**src/rtl/shifter_pkg.sv**
```systemverilog
// Shared definitions for the pipelined barrel shifter: mode encodings and
// small helpers that classify a mode as shifting and as leftward.
package shifter_pkg;

    localparam logic [2:0] MODE_NONE = 3'd0;
    localparam logic [2:0] MODE_SLL  = 3'd1;
    localparam logic [2:0] MODE_SRL  = 3'd2;
    localparam logic [2:0] MODE_SRA  = 3'd3;
    localparam logic [2:0] MODE_ROR  = 3'd4;
    localparam logic [2:0] MODE_ROL  = 3'd5;

    // Left-moving modes take their carry from the top of the word.
    function automatic logic is_left(input logic [2:0] mode);
        return (mode == MODE_SLL) || (mode == MODE_ROL);
    endfunction

    // Codes 6 and 7 are unused and behave exactly like NONE.
    function automatic logic is_shift(input logic [2:0] mode);
        return (mode >= MODE_SLL) && (mode <= MODE_ROL);
    endfunction

endpackage

```
**src/rtl/shifter_if.sv**
```systemverilog
// Operand/result handshake bundle of the shifter: the master side issues
// operations and accepts results, the slave side is the shifter itself.
interface shifter_if #(
    parameter int WIDTH = 16,
    parameter int TAG_W = 4
);
    localparam int SHAMT_W = $clog2(WIDTH);

    logic               in_valid;
    logic               in_ready;
    logic [WIDTH-1:0]   in_data;
    logic [SHAMT_W-1:0] in_shamt;
    logic [2:0]         in_mode;
    logic [TAG_W-1:0]   in_tag;

    logic               out_valid;
    logic               out_ready;
    logic [WIDTH-1:0]   out_data;
    logic               out_carry;
    logic               out_zero;
    logic [TAG_W-1:0]   out_tag;

    modport master (
        output in_valid, in_data, in_shamt, in_mode, in_tag, out_ready,
        input  in_ready, out_valid, out_data, out_carry, out_zero, out_tag
    );

    modport slave (
        input  in_valid, in_data, in_shamt, in_mode, in_tag, out_ready,
        output in_ready, out_valid, out_data, out_carry, out_zero, out_tag
    );

endinterface

```
**src/rtl/shift_rank.sv**
```systemverilog
// One combinational rank of the barrel shifter: moves the word by DIST bits
// when enabled, otherwise passes data and carry through unchanged.
module shift_rank
    import shifter_pkg::*;
#(
    parameter int WIDTH = 16,
    parameter int DIST  = 1
) (
    input  logic             en,
    input  logic [2:0]       mode,
    input  logic [WIDTH-1:0] data_in,
    input  logic             carry_in,
    output logic [WIDTH-1:0] data_out,
    output logic             carry_out
);

    // The bit leaving the word last in this rank is also the final carry
    // if no later rank shifts; for rotates it equals the new MSB/LSB.
    always_comb begin
        data_out  = data_in;
        carry_out = carry_in;
        if (en && is_shift(mode)) begin
            carry_out = is_left(mode) ? data_in[WIDTH-DIST] : data_in[DIST-1];
            case (mode)
                MODE_SLL: data_out = data_in << DIST;
                MODE_SRL: data_out = data_in >> DIST;
                MODE_SRA: data_out = $signed(data_in) >>> DIST;
                MODE_ROR: data_out = {data_in[DIST-1:0], data_in[WIDTH-1:DIST]};
                MODE_ROL: data_out = {data_in[WIDTH-DIST-1:0], data_in[WIDTH-1:WIDTH-DIST]};
                default:  data_out = data_in;
            endcase
        end
    end

endmodule

```
**src/rtl/shifter_pipe.sv**
```systemverilog
// Pipelined barrel shifter: one binary rank per register stage, elastic
// valid/ready flow control, carry and zero flags, and a sideband tag.
module shifter_pipe
    import shifter_pkg::*;
#(
    parameter int WIDTH = 16,
    parameter int TAG_W = 4
) (
    input  logic      clk,
    input  logic      rst,
    input  logic      flush,
    shifter_if.slave  bus
);

    localparam int SHAMT_W = $clog2(WIDTH);
    localparam int LAST    = SHAMT_W - 1;

    logic               st_valid [SHAMT_W];
    logic [WIDTH-1:0]   st_data  [SHAMT_W];
    logic               st_carry [SHAMT_W];
    logic [SHAMT_W-1:0] st_shamt [SHAMT_W];
    logic [2:0]         st_mode  [SHAMT_W];
    logic [TAG_W-1:0]   st_tag   [SHAMT_W];

    logic               adv      [SHAMT_W];

    logic               rank_en        [SHAMT_W];
    logic [2:0]         rank_mode      [SHAMT_W];
    logic [WIDTH-1:0]   rank_data_in   [SHAMT_W];
    logic               rank_carry_in  [SHAMT_W];
    logic [WIDTH-1:0]   rank_data_out  [SHAMT_W];
    logic               rank_carry_out [SHAMT_W];

    // A stage may take new contents when it is empty or its occupant moves on;
    // out_ready ripples back to in_ready through this chain only.
    always_comb begin
        adv[LAST] = !st_valid[LAST] || bus.out_ready;
        for (int k = LAST - 1; k >= 0; k--) begin
            adv[k] = !st_valid[k] || adv[k+1];
        end
    end

    for (genvar k = 0; k < SHAMT_W; k++) begin : g_rank
        if (k == 0) begin : g_first
            assign rank_en[k]       = bus.in_shamt[0];
            assign rank_mode[k]     = bus.in_mode;
            assign rank_data_in[k]  = bus.in_data;
            assign rank_carry_in[k] = 1'b0;
        end else begin : g_next
            assign rank_en[k]       = st_shamt[k-1][k];
            assign rank_mode[k]     = st_mode[k-1];
            assign rank_data_in[k]  = st_data[k-1];
            assign rank_carry_in[k] = st_carry[k-1];
        end

        shift_rank #(
            .WIDTH (WIDTH),
            .DIST  (1 << k)
        ) u_rank (
            .en        (rank_en[k]),
            .mode      (rank_mode[k]),
            .data_in   (rank_data_in[k]),
            .carry_in  (rank_carry_in[k]),
            .data_out  (rank_data_out[k]),
            .carry_out (rank_carry_out[k])
        );
    end

    // Stage k registers the output of rank k; flush only kills valid bits
    // because payload of an invalid stage is never observed.
    always_ff @(posedge clk) begin
        if (rst) begin
            for (int k = 0; k < SHAMT_W; k++) begin
                st_valid[k] <= 1'b0;
                st_data[k]  <= '0;
                st_carry[k] <= 1'b0;
                st_shamt[k] <= '0;
                st_mode[k]  <= MODE_NONE;
                st_tag[k]   <= '0;
            end
        end else begin
            if (adv[0]) begin
                st_valid[0] <= bus.in_valid;
                st_data[0]  <= rank_data_out[0];
                st_carry[0] <= rank_carry_out[0];
                st_shamt[0] <= bus.in_shamt;
                st_mode[0]  <= bus.in_mode;
                st_tag[0]   <= bus.in_tag;
            end
            for (int k = 1; k < SHAMT_W; k++) begin
                if (adv[k]) begin
                    st_valid[k] <= st_valid[k-1];
                    st_data[k]  <= rank_data_out[k];
                    st_carry[k] <= rank_carry_out[k];
                    st_shamt[k] <= st_shamt[k-1];
                    st_mode[k]  <= st_mode[k-1];
                    st_tag[k]   <= st_tag[k-1];
                end
            end
            if (flush) begin
                for (int k = 0; k < SHAMT_W; k++) begin
                    st_valid[k] <= 1'b0;
                end
            end
        end
    end

    assign bus.in_ready  = adv[0] && !flush;
    assign bus.out_valid = st_valid[LAST];
    assign bus.out_data  = st_data[LAST];
    assign bus.out_carry = st_carry[LAST];
    assign bus.out_tag   = st_tag[LAST];
    assign bus.out_zero  = (st_data[LAST] == '0);

endmodule

```
**src/flat_wrapper.sv**
```systemverilog
// flat-port wrapper written by rule: the top's interface ports become plain ports
module shifter_pipe_flat import shifter_pkg::*;
#(
    parameter int WIDTH = 16,
    parameter int TAG_W = 4
)
  (clk, rst, flush, bus_in_valid, bus_in_data, bus_in_shamt, bus_in_mode, bus_in_tag, bus_out_ready, bus_in_ready, bus_out_valid, bus_out_data, bus_out_carry, bus_out_zero, bus_out_tag);
  shifter_if #(.WIDTH(WIDTH), .TAG_W(TAG_W)) bus_i ();
  input  logic clk;
  input  logic rst;
  input  logic flush;
  input wire logic [$bits(bus_i.in_valid)-1:0] bus_in_valid;
  input wire logic [$bits(bus_i.in_data)-1:0] bus_in_data;
  input wire logic [$bits(bus_i.in_shamt)-1:0] bus_in_shamt;
  input wire logic [$bits(bus_i.in_mode)-1:0] bus_in_mode;
  input wire logic [$bits(bus_i.in_tag)-1:0] bus_in_tag;
  input wire logic [$bits(bus_i.out_ready)-1:0] bus_out_ready;
  output wire logic [$bits(bus_i.in_ready)-1:0] bus_in_ready;
  output wire logic [$bits(bus_i.out_valid)-1:0] bus_out_valid;
  output wire logic [$bits(bus_i.out_data)-1:0] bus_out_data;
  output wire logic [$bits(bus_i.out_carry)-1:0] bus_out_carry;
  output wire logic [$bits(bus_i.out_zero)-1:0] bus_out_zero;
  output wire logic [$bits(bus_i.out_tag)-1:0] bus_out_tag;
  assign bus_i.in_valid = bus_in_valid;
  assign bus_i.in_data = bus_in_data;
  assign bus_i.in_shamt = bus_in_shamt;
  assign bus_i.in_mode = bus_in_mode;
  assign bus_i.in_tag = bus_in_tag;
  assign bus_i.out_ready = bus_out_ready;
  assign bus_in_ready = bus_i.in_ready;
  assign bus_out_valid = bus_i.out_valid;
  assign bus_out_data = bus_i.out_data;
  assign bus_out_carry = bus_i.out_carry;
  assign bus_out_zero = bus_i.out_zero;
  assign bus_out_tag = bus_i.out_tag;
  shifter_pipe #(.WIDTH(WIDTH), .TAG_W(TAG_W)) u_core (.clk(clk), .rst(rst), .flush(flush), .bus(bus_i));
endmodule
```
**config.mk**
```make
export PLATFORM = sky130hd
export DESIGN_NAME = shifter_pipe_flat
export DESIGN_NICKNAME = d
export VERILOG_FILES = /design/src/rtl/shifter_pkg.sv /design/src/rtl/shifter_if.sv /design/src/rtl/shift_rank.sv /design/src/rtl/shifter_pipe.sv /design/src/flat_wrapper.sv
export SDC_FILE = /design/constraint.sdc
export NUM_CORES = 1
export LEC_CHECK = 0
export CAP_MARGIN = 20
export CELL_PAD_IN_SITES_DETAIL_PLACEMENT = 0
export CELL_PAD_IN_SITES_GLOBAL_PLACEMENT = 1
export CORE_MARGIN = 1
export CORE_UTILIZATION = 45
export CTS_CLUSTER_DIAMETER = 60
export CTS_CLUSTER_SIZE = 20
export DETAILED_ROUTE_END_ITERATION = 7
export PLACE_DENSITY_LB_ADDON = 0.1
export SETUP_SLACK_MARGIN = 0.02
export SYNTH_ARGS = -nofsm -noshare
export SYNTH_HDL_FRONTEND = slang
export SYNTH_SLANG_ARGS = --single-unit
```
**constraint.sdc**
```tcl
create_clock -name clk -period 3.05 [get_ports clk]
set_clock_uncertainty 0.2 [all_clocks]
set_input_delay 0.4575 -clock clk [delete_from_list [all_inputs] [get_ports clk]]
set_output_delay 0.4575 -clock clk [all_outputs]
set_load 0.05 [all_outputs]
```
==> Yosys cells after proc, flatten, opt, wreduce, memory -nomap -nowiden <==
Memory sizes are Yosys's and may differ from the RTL's.
Cells that the tools add are included.
{ "totals": {"memories": 6, "regBits": 0, "wordCells": 147, "mem_bits_rw": 116} }
{ "op_classes": {"magnitude_cmp": 8, "reduce_logical": 24, "n_mux": 61, "n_eq_ne": 20, "bitwise": 28} }
{ "memory_table": {"columns": ["memory", "words", "width", "read_ports", "rd_clocked_by_memory_dff", "wr", "line", "source"], "rows": [
  ["u_core.st_data", 4, 16, 4, 0, 4, "shifter_pipe.sv:19", "logic [WIDTH-1:0] st_data [SHAMT_W];"],
  ["u_core.st_shamt", 4, 4, 3, 0, 4, "shifter_pipe.sv:21", "logic [SHAMT_W-1:0] st_shamt [SHAMT_W];"],
  ["u_core.st_tag", 4, 4, 4, 0, 4, "shifter_pipe.sv:23", "logic [TAG_W-1:0] st_tag [SHAMT_W];"],
  ["u_core.st_mode", 4, 3, 3, 0, 4, "shifter_pipe.sv:22", "logic [2:0] st_mode [SHAMT_W];"],
  ["u_core.st_carry", 4, 1, 4, 0, 4, "shifter_pipe.sv:20", "logic st_carry [SHAMT_W];"],
  ["u_core.st_valid", 4, 1, 4, 0, 4, "shifter_pipe.sv:18", "logic st_valid [SHAMT_W];"]
]} }
{ "ops": {"columns": ["operator", "n"], "rows": [
  ["16-bit case mux with 5 select lines", 3],
  ["16-bit 2-to-1 mux", 8],
  ["16-bit case mux with 4 select lines", 1],
  ["1-bit 2-to-1 mux", 37],
  ["4-bit 2-to-1 mux", 8],
  ["1-bit bitwise OR", 28],
  ["3-bit by 2-bit equality test with 1-bit output (second input constant)", 8],
  ["3-bit equality test (second input constant)", 8],
  ["16-bit zero test", 1],
  ["3-bit by 1-bit equality test with 1-bit output (second input constant)", 4],
  ["3-bit by 1-bit greater-or-equal comparator with 1-bit output (second input constant)", 4],
  ["3-bit less-or-equal comparator (second input constant)", 4],
  ["3-bit 2-to-1 mux", 4],
  ["1-bit logical AND", 9],
  ["1-bit logical OR", 8],
  ["1-bit zero test", 5],
  ["2-bit OR reduction", 1]
]} }

==> Logic depth before layout (Yosys ltp) <==
An unclocked memory read counts as a cell.
{ "depth": {"word_depth": 11, "mapped_depth": 8, "ltp_nobuf": 6} }

==> Hierarchy <==
A second synthesis with hierarchy kept.
{ "unflattened": {"cells_unflattened": 592, "area_unflattened_um2": 7180.6} }
{ "by_module_without_submodules": {"columns": ["module", "area_per_inst_um2", "instances", "seq_area_each_um2", "cells_per_inst"], "rows": [
  ["shifter_pipe", 4346.7, 1, 3072.9, 278],
  ["shift_rank (u_core.g_rank[0].u_rank)", 835.8, 1, 0.0, 86],
  ["shift_rank (u_core.g_rank[1].u_rank)", 820.8, 1, 0.0, 87],
  ["shift_rank (u_core.g_rank[2].u_rank)", 768.2, 1, 0.0, 81],
  ["shift_rank (u_core.g_rank[3].u_rank)", 409.1, 1, 0.0, 60]
]} }

==> Least setup slack after synthesis <==
Ideal clock, no wire load.
{ "synth_path": {"kind": "register to output", "from": "memory u_core.st_valid[3]", "to": "output port bus_in_ready", "required_time_ns": 2.392, "n_path_buf": 1, "path_stages_with_launch": 4, "arrival_ns": 1.682, "setup_slack_ns": 0.711, "path_cell_list": "dfxtp_1 > and4b_1 > buf_2 > a21oi_1"} }
{ "synth_rtl": {"columns": ["item", "line", "source"], "rows": [
  ["start: declaration", "shifter_pipe.sv:18", null],
  ["end: declaration", "flat_wrapper.sv:18", "output wire logic [$bits(bus_i.in_ready)-1:0] bus_in_ready;"]
]} }

==> run summary <==
The first global-routing pass estimated 19,100 um of wire. The data required time at the worst endpoint is 2.39 ns. The number of placement rows is 40. The HPWL after detailed placement came out at 8780 um. The combinational cell fraction of total power is 0.117. The number of buffers added on ports is 55. The critical path launch point type is a flop. The clock transition at the registers of the reported paths is 0.07 ns. The commonest cells after synthesis are edfxtp_1 (101), o21ai_0 (73), a21oi_1 (50). Along the worst path, the maximum fanout reaches 2. Hold timing on the final database bottoms out at a slack of roughly 0.32 ns. The first detailed-routing pass took 5 iterations.

Pin placement for this block handled 56 I/O pins. The share of the Yosys chip area taken by registers is 0.544. The clock power share came out at 0.355. The synthesized instance count is about 540.

The number of buffers on the longest clock path is 2. Using the TritonRoute via totals, the vias-per-cell ratio works out to 5.71. Each instance of the synthesized netlist takes up on average approximately 10 sq um.

The final setup violation count is 0. Power spread over the standard cell area amounts to 483 nW/um^2. The number of global-route vias before repair came out at 4,001. In this run, post-CTS hold repair placed 0 buffers.

The final count of pins violating max slew came out at 0. The analysis attributes to cell leakage a power of between 2 and 3 nW. The total of cells resized after clock tree synthesis is 0. In this run the tightest slew margin relative to its limit is 0.600. The kind of critical path is reg -> out. The peak ir drop on the vdd network is 0.000260 V. The total of flip-flops plus latches after synthesis came out at 103.

The count of max-cap constraint violations came out at 0. The core footprint came out at 12,100 sq um. The synthesized net count came out at 575. The number of post-CTS setup repair buffers is 0.

The final critical-path share of the clock period is 0.893. The root buffer cell chosen for the clock tree is clkbuf_16. The instance count after placement with tap cells included came out at 738. The number of clock sinks is 103. The depth of the CTS H-tree is 3. The total negative slack for setup checks is 0 ns.

The non-filler instance count after layout is ~760. The transition time at the pin with the least slew margin came out at between 0.5 and 0.6 ns. Yosys attributes the largest share of cell area to edfxtp_1 (54%), o21ai_0 (6.5%), a21oi_1 (4.4%). The total routing resource utilization after global routing is 0.188. For this block, the via count after detailed routing is 4,310. The proportion of register bits with asynchronous set or reset after synthesis came out at 0.

The number of nets in the layout came out at approximately 600. The overall overflow remaining after global route is 0. The count of cells along the worst register-to-register path is 7. The signal arrival time at the worst endpoint came out at 2.06 ns.

The sequential share of power is 0.528. The layout filler cell count came out at 1,108. Once detail routing completed, the nets flagged for antenna violations numbered 0. The count of unique library cells instantiated by Yosys is 49. The total standard cell area after synthesis came out at 5650 sq um. The clock insertion delay at the later pin of the skew report came out at 0.35 ns.

The top-area cell type share of the netlist area is 0.537. The net load switching power came out at 0.000776 W. The overall power consumption is 0.00320 W. The die extent in y came out at between 100 and 150 um. STA classifies the critical path endpoint as an output pin. The most common cell in the synthesized netlist is edfxtp_1.

In this run, the number of DRC markers left after iteration 0 of detailed routing was 306. The proportion of total power due to net switching is 0.243. The largest total area in the synthesized netlist belongs to edfxtp_1.

Timing would allow up to 367 MHz. The total wire length is 11,800 um. In the routed design, unresolved DRC markers number 0. The initial antenna violation count was 0. The average wire per standard cell came out at 15.6 um.

The number of warnings reported in the yosys synthesis log came out at 0. The cell depth of the worst hold path is 1. The min-delay analysis places its worst path in the category reg -> reg. Setup repair after global routing left no endpoint under its margin.

The flip-flop cell with the highest count after synthesis is edfxtp_1. The layout cell share with drive strength beyond 1 came out at 0.0835. The layout-stage area growth over the synthesis result came out at 17.2%.

The full die area is 13,000 sq um. The effective utilization at floorplan came out at 0.466. The synthesized design contains around 100 enable-type register cells.

The final weighted congestion in routability-driven placement came out at 0.853. The final hold violation count came to 0. TritonCTS built the clock tree. Cell internal power was estimated by the tool at 0.00242 W.

The count of inserted antenna diode cells is 0. The run finished with clean final reports. The overall die width came out at roughly 110 um. Counting the buffers created by CTS gives 9. Subtracting the final worst setup slack from the clock period gives 2.72 ns.

The largest net degree at the start of global routing is 33.
==> metrics by stage <==
| step | instance area (sq um) | setup slack (ns) | util |
|---|---|---|---|
| floorplan | 5650 | 0.711 | - |
| global placement | 6320 | 0.222 | 0.521 |
| detailed placement | 6320 | 0.111 | 0.521 |
| CTS | 6620 | 0.267 | 0.546 |
| global route | 6620 | 0.217 | 0.547 |
| finish | 6620 | 0.328 | 0.547 |
==> logic make-up after synthesis <==
family | share of synthesized area
AO/OA/AOI/OAI | 0.252
flip-flops | 0.544
multiplexers | 0.0182
adder cells (fa/ha/maj) | 0.00443
buffers and inverters | 0.0607
XOR/XNOR | 0.00155
AND/OR/NAND/NOR | 0.119
==> cells in the final DEF (no fill, tap or decap), drive strengths merged, types with 2 or more instances in the layout <==
master and count:
nor3 2, inv 25, and3 5, a211oi 3, a21oi 53, o21ai 85
nor2b 5, nand3 14, clkbuf 9, edfxtp 101, clkinvlp 3, nor4 4
dfxtp 2, a31oi 21, nand2b 10, ha 2, and2 31, clkdlybuf4s50 54
o211ai 13, or2 3, nor2 36, mux2 2, buf 23, o211a 17
a32oi 2, clkinv 3, mux2i 8, nand2 9, a21boi 2, a22oi 24
a21o 3
==> critical path, cell delays in order (launching register included) <==
cell and delay (ns):
edfxtp_1 0.38, nor4_1 0.33, and4_1 0.22, clkdlybuf4s50_1 0.79
==> routing by layer <==
metal  GRT usage  share of wire
met1       0.201           0.40
met5           0              0
met2       0.343           0.51
met3      0.0271          0.037
met4       0.130          0.047
==> flip-flops by register name, summed over array words and instances (netlist names) <==
name	cells
u_core.st_data	64
u_core.st_shamt	6
u_core.st_tag	16
u_core.st_valid	4
u_core.st_mode	9
u_core.st_carry	4
==> power groups by stage <==
stage          clock (W)  combinational [W]  sequential [W]
3_3_place_gp           0           0.000367         0.00172
4_1_cts          0.00115           0.000373         0.00169
2_1_floorplan          0           0.000230         0.00172
6_report         0.00113           0.000374         0.00169
5_1_grt          0.00120           0.000411         0.00169
3_5_place_dp           0           0.000371         0.00172
==> path summary, 6_finish.rpt <==
check / slack [ns] / end / start
worst max-delay path: 0.33 / bus_out_zero / u_core.st_data[3][2]$_SDFFCE_PN0P_
worst min-delay path: 0.32 / u_core.st_tag[0][13]$_SDFFCE_PN0P_ / u_core.st_tag[0][9]$_SDFFCE_PP0P_
worst max register to register: 0.70 / u_core.st_data[1][11]$_SDFFCE_PN0P_ / u_core.st_mode[0][1]$_SDFFCE_PN0P_
worst min register to register: 0.32 / u_core.st_tag[0][13]$_SDFFCE_PN0P_ / u_core.st_tag[0][9]$_SDFFCE_PP0P_
==> final cells by class <==
class                   instances  area (sq um)  share of cell area
clock buffers                   9           225              0.0340
clock inverters                 7          73.8              0.0111
inverters                      25          93.8              0.0142
multi-input cells             366          2230               0.337
flip-flops and latches        103          3070               0.464
well taps                     168           210              0.0317
repair buffers                 77           713               0.108
No activity file was read; power rests on OpenSTA's default activity.
